--- config.mk ---
export PLATFORM = sky130hd
export DESIGN_NAME = spart_tx_sched_flat
export DESIGN_NICKNAME = d
export VERILOG_FILES = /design/src/rtl/spart_pkg.sv /design/src/rtl/spart_tx_sched_if.sv /design/src/rtl/spart_tx_fifo.sv /design/src/rtl/spart_tx_sched.sv /design/src/flat_wrapper.sv
export SDC_FILE = /design/constraint.sdc
export NUM_CORES = 1
export LEC_CHECK = 0
export CAP_MARGIN = 30
export CORE_MARGIN = 10
export CORE_UTILIZATION = 30
export CTS_CLUSTER_DIAMETER = 100
export DETAILED_ROUTE_END_ITERATION = 10
export SLEW_MARGIN = 20
export SYNTH_ARGS = -nofsm -noshare
export SYNTH_HDL_FRONTEND = slang
export SYNTH_SLANG_ARGS = --single-unit
--- constraint.sdc ---
create_clock -name clk -period 4.2 [get_ports clk]
set_input_delay 0.84 -clock clk [delete_from_list [all_inputs] [get_ports clk]]
set_output_delay 0.84 -clock clk [all_outputs]
set_load 0.05 [all_outputs]
--- src/rtl/spart_pkg.sv ---
// Shared types and constants for the SPART transmit scheduler:
// FSM state encoding, register-window offsets and the default window base.
package spart_pkg;

  typedef enum logic [0:0] {
    IDLE = 1'b0,
    SEND = 1'b1
  } tx_state_e;

  localparam logic [1:0]  OFF_TXWORD         = 2'd0;
  localparam logic [1:0]  OFF_TXBYTE         = 2'd1;
  localparam logic [31:0] SPART_BASE_DEFAULT = 32'h0000_C000;
  localparam int          ENTRY_W            = 33;

  // Number of bytes a queued entry expands into on the wire.
  function automatic logic [2:0] byte_count(input logic single);
    return single ? 3'd1 : 3'd4;
  endfunction

endpackage

--- src/rtl/spart_tx_sched_if.sv ---
// CPU store port plus SPART byte handshake for the transmit scheduler.
// master: the CPU/SPART environment; slave: the scheduler.
interface spart_tx_sched_if;
  logic        wrt_en;
  logic [31:0] wrt_add;
  logic [31:0] wrt_data;
  logic        stall;
  logic        tx_valid;
  logic [7:0]  tx_data;
  logic        tx_ready;

  modport master (
    output wrt_en, wrt_add, wrt_data, tx_ready,
    input  stall, tx_valid, tx_data
  );

  modport slave (
    input  wrt_en, wrt_add, wrt_data, tx_ready,
    output stall, tx_valid, tx_data
  );
endinterface

--- src/rtl/spart_tx_fifo.sv ---
// Synchronous FIFO holding {single, data} store entries. The head entry is
// visible combinationally on rdata; push on full and pop on empty are ignored.
module spart_tx_fifo #(
  parameter  int DEPTH = 4,
  parameter  int WIDTH = 33,
  localparam int AW    = $clog2(DEPTH)
) (
  input  logic             clk,
  input  logic             rst_n,
  input  logic             push,
  input  logic [WIDTH-1:0] wdata,
  input  logic             pop,
  output logic [WIDTH-1:0] rdata,
  output logic             full,
  output logic             empty,
  output logic [AW:0]      level
);

  localparam logic [AW-1:0] PTR_ONE = AW'(1);
  localparam logic [AW:0]   LVL_ONE = (AW+1)'(1);
  localparam logic [AW:0]   LVL_MAX = (AW+1)'(DEPTH);

  logic [WIDTH-1:0] mem_r [DEPTH];
  logic [AW-1:0]    wr_ptr_r;
  logic [AW-1:0]    rd_ptr_r;
  logic [AW:0]      level_r;
  logic             do_push_s;
  logic             do_pop_s;

  assign full      = (level_r == LVL_MAX);
  assign empty     = (level_r == (AW+1)'(0));
  assign level     = level_r;
  assign rdata     = mem_r[rd_ptr_r];
  assign do_push_s = push && !full;
  assign do_pop_s  = pop && !empty;

  // Storage array: written at the tail on an accepted push.
  always_ff @(posedge clk or negedge rst_n) begin
    if (!rst_n) begin
      for (int i = 0; i < DEPTH; i++) mem_r[i] <= '0;
    end else if (do_push_s) begin
      mem_r[wr_ptr_r] <= wdata;
    end
  end

  // Pointers wrap naturally; occupancy holds when push and pop coincide.
  always_ff @(posedge clk or negedge rst_n) begin
    if (!rst_n) begin
      wr_ptr_r <= '0;
      rd_ptr_r <= '0;
      level_r  <= '0;
    end else begin
      if (do_push_s) wr_ptr_r <= wr_ptr_r + PTR_ONE;
      if (do_pop_s)  rd_ptr_r <= rd_ptr_r + PTR_ONE;
      case ({do_push_s, do_pop_s})
        2'b10:   level_r <= level_r + LVL_ONE;
        2'b01:   level_r <= level_r - LVL_ONE;
        default: level_r <= level_r;
      endcase
    end
  end

endmodule

--- src/rtl/spart_tx_sched.sv ---
// SPART transmit scheduler: decodes CPU stores into the SPART window, queues
// them, and serializes each entry LSB-first over a valid/ready byte handshake.
// Optional feature macro: SPART_TX_STATS_EN adds a saturating tx_cnt output.
module spart_tx_sched
  import spart_pkg::*;
#(
  parameter int          DEPTH      = 4,
  parameter logic [31:0] SPART_BASE = SPART_BASE_DEFAULT
) (
  input  logic                   clk,
  input  logic                   rst_n,
  spart_tx_sched_if.slave        bus,
  output logic                   busy,
  output logic [$clog2(DEPTH):0] level
`ifdef SPART_TX_STATS_EN
  ,
  output logic [15:0]            tx_cnt
`endif
);

  logic              hit_s;
  logic              off_ok_s;
  logic              single_s;
  logic              push_s;
  logic              pop_s;
  logic              full_s;
  logic              empty_s;
  logic              xfer_s;
  logic              last_s;
  logic              unused_s;
  logic [ENTRY_W-1:0] entry_s;
  logic [ENTRY_W-1:0] head_s;
  tx_state_e         state_r;
  tx_state_e         state_nxt_s;
  logic [31:0]       sh_r;
  logic [2:0]        cnt_r;

  // Store decode: only TXWORD/TXBYTE offsets inside the window are queued.
  assign hit_s    = bus.wrt_en && (bus.wrt_add[31:4] == SPART_BASE[31:4]);
  assign off_ok_s = (bus.wrt_add[3:2] == OFF_TXWORD) || (bus.wrt_add[3:2] == OFF_TXBYTE);
  assign single_s = (bus.wrt_add[3:2] == OFF_TXBYTE);
  assign entry_s  = single_s ? {1'b1, 24'h00_0000, bus.wrt_data[7:0]} : {1'b0, bus.wrt_data};
  assign push_s   = hit_s && off_ok_s && !full_s;
  // Conservative: a pop in the same cycle does not release the stall.
  assign bus.stall = hit_s && off_ok_s && full_s;
  assign unused_s = ^bus.wrt_add[1:0];

  assign xfer_s = (state_r == SEND) && bus.tx_ready;
  assign last_s = xfer_s && (cnt_r == 3'd1);

  assign bus.tx_valid = (state_r == SEND);
  assign bus.tx_data  = sh_r[7:0];
  assign busy         = (state_r == SEND) || !empty_s;

  spart_tx_fifo #(
    .DEPTH (DEPTH),
    .WIDTH (ENTRY_W)
  ) u_fifo (
    .clk   (clk),
    .rst_n (rst_n),
    .push  (push_s),
    .wdata (entry_s),
    .pop   (pop_s),
    .rdata (head_s),
    .full  (full_s),
    .empty (empty_s),
    .level (level)
  );

  // FSM state register.
  always_ff @(posedge clk or negedge rst_n) begin
    if (!rst_n) state_r <= IDLE;
    else        state_r <= state_nxt_s;
  end

  // FSM next state: leave SEND only when the last byte goes with nothing queued.
  always_comb begin
    state_nxt_s = state_r;
    case (state_r)
      IDLE: begin
        if (!empty_s) state_nxt_s = SEND;
        else          state_nxt_s = IDLE;
      end
      SEND: begin
        if (last_s && empty_s) state_nxt_s = IDLE;
        else                   state_nxt_s = SEND;
      end
      default: state_nxt_s = IDLE;
    endcase
  end

  // FSM outputs: pop when idle with work, or on the last byte for a gapless chain.
  always_comb begin
    pop_s = 1'b0;
    case (state_r)
      IDLE:    pop_s = !empty_s;
      SEND:    pop_s = last_s && !empty_s;
      default: pop_s = 1'b0;
    endcase
  end

  // Shift register and byte counter; bytes leave from sh_r[7:0].
  always_ff @(posedge clk or negedge rst_n) begin
    if (!rst_n) begin
      sh_r  <= 32'h0000_0000;
      cnt_r <= 3'd0;
    end else if (pop_s) begin
      sh_r  <= head_s[31:0];
      cnt_r <= byte_count(head_s[32]);
    end else if (last_s) begin
      sh_r  <= 32'h0000_0000;
      cnt_r <= 3'd0;
    end else if (xfer_s) begin
      sh_r  <= {8'h00, sh_r[31:8]};
      cnt_r <= cnt_r - 3'd1;
    end else begin
      sh_r  <= sh_r;
      cnt_r <= cnt_r;
    end
  end

`ifdef SPART_TX_STATS_EN
  // Saturating count of accepted bytes.
  always_ff @(posedge clk or negedge rst_n) begin
    if (!rst_n)                            tx_cnt <= 16'h0000;
    else if (xfer_s && tx_cnt != 16'hFFFF) tx_cnt <= tx_cnt + 16'h0001;
    else                                   tx_cnt <= tx_cnt;
  end
`endif

endmodule

--- src/flat_wrapper.sv ---
// flat-port wrapper written by rule: the top's interface ports become plain ports
module spart_tx_sched_flat import spart_pkg::*;
#(
  parameter int          DEPTH      = 4,
  parameter logic [31:0] SPART_BASE = SPART_BASE_DEFAULT
)
  (clk, rst_n, busy, level, bus_wrt_en, bus_wrt_add, bus_wrt_data, bus_tx_ready, bus_stall, bus_tx_valid, bus_tx_data);
  spart_tx_sched_if bus_i ();
  input  logic clk;
  input  logic rst_n;
  output logic busy;
  output logic [$clog2(DEPTH):0] level;
  input wire logic [$bits(bus_i.wrt_en)-1:0] bus_wrt_en;
  input wire logic [$bits(bus_i.wrt_add)-1:0] bus_wrt_add;
  input wire logic [$bits(bus_i.wrt_data)-1:0] bus_wrt_data;
  input wire logic [$bits(bus_i.tx_ready)-1:0] bus_tx_ready;
  output wire logic [$bits(bus_i.stall)-1:0] bus_stall;
  output wire logic [$bits(bus_i.tx_valid)-1:0] bus_tx_valid;
  output wire logic [$bits(bus_i.tx_data)-1:0] bus_tx_data;
  assign bus_i.wrt_en = bus_wrt_en;
  assign bus_i.wrt_add = bus_wrt_add;
  assign bus_i.wrt_data = bus_wrt_data;
  assign bus_i.tx_ready = bus_tx_ready;
  assign bus_stall = bus_i.stall;
  assign bus_tx_valid = bus_i.tx_valid;
  assign bus_tx_data = bus_i.tx_data;
  spart_tx_sched #(.DEPTH(DEPTH), .SPART_BASE(SPART_BASE)) u_core (.clk(clk), .rst_n(rst_n), .bus(bus_i), .busy(busy), .level(level));
endmodule
Word level (Yosys, flattened, before mapping)
Cells that the tools add are included.
Storage, ports and cells
  ROM bits: 0
  bits in registers: 175
  output and inout port bits: 14
  bits of input ports: 68
  logic and storage cells: 65
  memory bits (writable): 0
  bits in latches: 0
  memories: 0
Operators by class
  add/subtract/negate cells: 5
  magnitude comparators: 3
  shifts and indexed selects: 0
  bitwise gates (word level): 3
  divide/modulo/power cells: 0
  $mul: 0
  reductions and logical operators: 19
  mux-type cells: 19
  equality and inequality tests: 6
Operators with widths (count)
  $bwmux W132: 1
  $mux W33: 4
  $mux W32: 3
  $bmux W33 S2: 1
  $demux W33 S2: 1
  $eq A28 B12 Y1 const B: 1
  $mux W3: 4
  $logic_and A1 B1 Y1: 11
  $ge A3 B3 Y1 const B: 2
  $not A2 Y3: 2
  $pmux W3 S2: 1
  $sub A3 B1 Y3 const B: 2
  $add A2 B1 Y2 const B: 2
  $eq A2 B1 Y1 const B: 2
  $pmux W1 S2: 2
  $add A3 B1 Y3 const B: 1
  $eq A3 B1 Y1 const B: 1
  $eq A3 B3 Y1 const B: 1
  $logic_not A3 Y1: 1
  $lt A3 B1 Y1 const B: 1
  $reduce_bool A3 Y1: 1
  $eq A2 B2 Y1 const B: 1
  $logic_not A1 Y1: 2
  $logic_not A2 Y1: 1
  other kinds (4): 6

Logic depth before layout (Yosys ltp)
  depth in word-level cells: 7
  gate-level depth with buffers: 12
  gate-level depth less buffers: 10

Cells and area by module
A second synthesis with hierarchy kept.
Second synthesis, totals
  cell total of the unflattened synthesis: 535
  area total of the unflattened synthesis: 8084.0 um^2
Modules (own cells, without submodules)
  spart_tx_fifo: area each 6153.4 um^2, times used 1, cells each 357, sequential area each 3478.3 um^2
  spart_tx_sched: area each 1930.6 um^2, times used 1, cells each 178, sequential area each 900.9 um^2

Least setup slack after synthesis
OpenSTA, ideal clock, no wires.
  path kind: input-to-output
  from: input port bus_wrt_add[4]
  to: output port bus_stall
  stages on the path: 4
  buffers on the path: 0
  setup slack: 1.399 ns
  arrival time: 1.961 ns
  required time: 3.360 ns
  path through: nor4_2 -> nand4_4 -> nor2_1 -> and2_1
On the way
  longest elaborated chain between the ends: 4
Ends and longest elaborated chain
  from (decl): line flat_wrapper.sv:14  | input wire logic [$bits(bus_i.wrt_add)-1:0] bus_wrt_add;
  $eq A28 B12 Y1: line spart_tx_sched.sv:39  | assign hit_s = bus.wrt_en && (bus.wrt_add[31:4] == SPART_BASE[31:4]);
  $logic_and A1 B1 Y1: line spart_tx_sched.sv:39
  $logic_and A1 B1 Y1 (2 in a row): line spart_tx_sched.sv:45  | assign bus.stall = hit_s && off_ok_s && full_s;
  to (decl): line flat_wrapper.sv:17  | output wire logic [$bits(bus_i.stall)-1:0] bus_stall;
Every way passes these cells.

Final worst setup path
  from: input port bus_wrt_add[5]
  to: output port bus_stall
The elaborated chain is that of the path after synthesis.

==> results by group <==
Status
  • Status: finished clean

Placed design
  • PortBufs: 79
  • Routability cong.: 0.710
  • Post-DP HPWL: 11,400 um
  • Post-place setup slack: 835 ps
  • Placement Cell Area: slightly below 10,000 um^2
  • Placed instance count: 995

Setup path
  • WP data required: about 3400 ps
  • Worst Path Max Fanout: 6
  • Crit path arrival time: 2320 ps
  • Cell Chain, Critical Path: clkdlybuf4s50_1, nor4_4, nand4_4, nor2_1, and2_1, buf_4
  • CP Class: primary input to output port
  • Slowest cell on crit path: clkdlybuf4s50_1
  • Startpoint types: primary input
  • Crit end category: output port
  • Largest stage delay, worst path: 450 ps
  • Reg2reg path depth: 10

Detailed routing
  • Iter 0 DRT Violations: 246
  • Routed WL: 18,200 um
  • M1 WL: 8520 um
  • Met3 wire length: 705 um
  • Via Count: between 4,000 and 5,000
  • Drt wl/cell: about 18 um
  • Drt first pass iters: 4
  • Metal2 WL: between 8000 and 9000 um
  • DR top layer: met4
  • DRC: 0
  • Final ANT Viol Nets: 0
  • Vias/cell: between 4 and 5

Synth
  • Synth warnings: 0
  • Synth Area per Inst: ~15 um^2
  • Number of synthesized flops with an enable pin: 0
  • Yosys cell types: 38
  • Synth Cell Area: 8500 um^2
  • Post-Syn Nets: ~640
  • Synthesized instance count: 566
  • Ys flop type: dfrtp_1
  • Seq cells post-synth: 175
  • Post-synth ARST share: 100%
  • Sequential area share after synthesis: between 50% and 60%

Finish
  • ANT cells: 0
  • Most frequent cells in the layout: dfrtp_1, mux2_4, clkdlybuf4s50_1, nand2_1, mux4_2
  • Commonest non-fill, non-tap cell in the layout: dfrtp_1
  • Area taken by multi-input logic gates: around 3800 um^2
  • Design Area, Final: 10,200 um^2
  • Fill cells: between 2,000 and 3,000
  • Synth-to-Final Area Change: 20.0%
  • Final core area utilization: 36.6%
  • Final nets: 712
  • Non-Filler Instances: 1,027
  • Fraction of layout cells with a size suffix above 1: 33.0%
  • Sequential Area: 4380 um^2

Power and ir drop
  • Sw Share: 28.9%
  • VDD IR max: 255 uV
  • Internal: around 3 mW
  • P per Cell Area: 404 nW/um^2
  • Clk pwr share: 38.3%
  • Lkg Pwr: between 4 and 5 nW
  • Seq pwr share: between 40 and 50%
  • Total power: slightly above 4 mW
  • Net Sw Power: 1.19 mW
  • Comb power frac: 16.7%

Clock network
  • CTS tree: done
  • Post-CTS Resized: 0
  • Hold buffers post-CTS: 0
  • CTS Buffer Depth: 2
  • Post-CTS setup buffers: 0
  • Root Driver: clkbuf_16
  • Number of clock sinks: between 150 and 200
  • Inserted Clock Buffers: 17
  • Max H-tree Level: 4
  • Clock transition at path regs: 60 ps
  • Latest clock arrival within the worst-skew pair: 430 ps

Global routing
  • Initial antenna violation count: 0
  • Largest net degree at the start of global routing: 83
  • Number of global-route vias before repair: 5,221
  • Grt ovf: 0
  • All-Layer GR Usage: 10.6%
  • First-pass GRT wire length: 29,600 um

Timing
  • Setup slack after layout: between 1000 and 1500 ps
  • RSZ-0062 raised after global routing: no
  • Hold_ws: about 440 ps
  • Final slew viol count: 0
  • Slew margin rel.: 45.0%
  • Worst-margin pin slew: 825 ps
  • Setup_tns: 0 ps
  • Count of final hold-check violations: 0
  • Final Critical Period: 3160 ps
  • # setup viols final: 0
  • Max Fclk: ~320 MHz
  • Final worst-path cycle share: 75.3%
  • Clock skew: 9.62 ps

Job
  • Max_cap viols: 0

Die
  • Initial core utilization: 30.5%
  • IO Pins: between 80 and 90
  • FP Rows: 61
  • Die Height: 188 um
  • Core Footprint: ~28,000 um^2
  • DIE AREA: 35,500 um^2
  • Die Width: 188 um

Worst hold path
  • Worst Hold Class: primary input to async pin
[area by class of cell]
class                           instances  area share [%]
Clock buffer                           19            4.44
Timing Repair Buffer                   91            9.12
Multi-Input combinational cell        340            37.1
Inverter                               11           0.405
Tap cell                              378            4.64
Sequential cell                       175            43.0
Clock inverter                         13            1.35
[critical path: cells and delay by family]
| kind | cells | cell delay [ps] |
|---|---|---|
| buf+inv | 2 | 650 |
| simple gates | 4 | 840 |
[per-layer routing]
| layer | track usage (%) | up-vias |
|---|---|---|
| li1 | - | 2161 |
| met1 | 13.6 | 2442 |
| met3 | 2.97 | 12 |
| met2 | 17.1 | 86 |
| met4 | 2.84 | 0 |
| met5 | 0 | - |
[path summary, 6_finish.rpt]
kind	endpoint	slack, ps	from
min reg2reg	u_core.sh_r[12]	470	u_core.sh_r[20]
max in group asynchronous	u_core.u_fifo.mem_r[22]	2830	rst_n
max reg2reg	u_core.u_fifo.level[2]	1810	u_core.u_fifo.level[0]
min in group clk	u_core.sh_r[12]	470	u_core.sh_r[20]
min	u_core.u_fifo.wr_ptr_r[1]	440	rst_n
max	bus_stall	1040	bus_wrt_add[5]
[power groups by stage]
| stage | clock network, mW | registers (mW) | logic (mW) |
|---|---|---|---|
| final | 1.58 | 1.85 | 0.690 |
| after global routing | 1.70 | 1.87 | 0.751 |
| after CTS | 1.61 | 1.86 | 0.706 |
| after detailed placement | 0 | 1.89 | 0.705 |
| after global placement | 0 | 1.89 | 0.696 |
| after floorplan | 0 | 1.84 | 0.471 |
[cell usage after synthesis (5+ instances only)]
library cell  count  area, um^2
mux2_2           28         315
buf_8             9         135
ha_1              7        87.6
buf_4             8        60.1
dfrtp_1         175        4380
nand2_1          68         255
clkbuf_1         14        52.6
mux2_1           15         169
o21ai_0           9        45.0
a22oi_1          25         188
and2_1           25         156
inv_1            11        41.3
mux4_2           33         743
nor4b_4           5         119
mux2_4           90        1350
[state kept, by name, summed over array words and instances (netlist names)]
signal / count
u_core.u_fifo.rd_ptr_r: 2
u_core.u_fifo.mem_r: 132
u_core.bus.tx_valid: 1
u_core.cnt_r: 3
u_core.u_fifo.wr_ptr_r: 2
u_core.u_fifo.level: 3
u_core.sh_r: 32
[logic make-up after synthesis]
family	share of synthesized area, %
AO/OA/AOI/OAI	3.17
buffers and inverters	4.20
XOR/XNOR	0.619
adder cells (fa/ha/maj)	1.27
AND/OR/NAND/NOR	8.75
multiplexers	30.5
flip-flops	51.5
No activity file was read; power rests on OpenSTA's default activity.
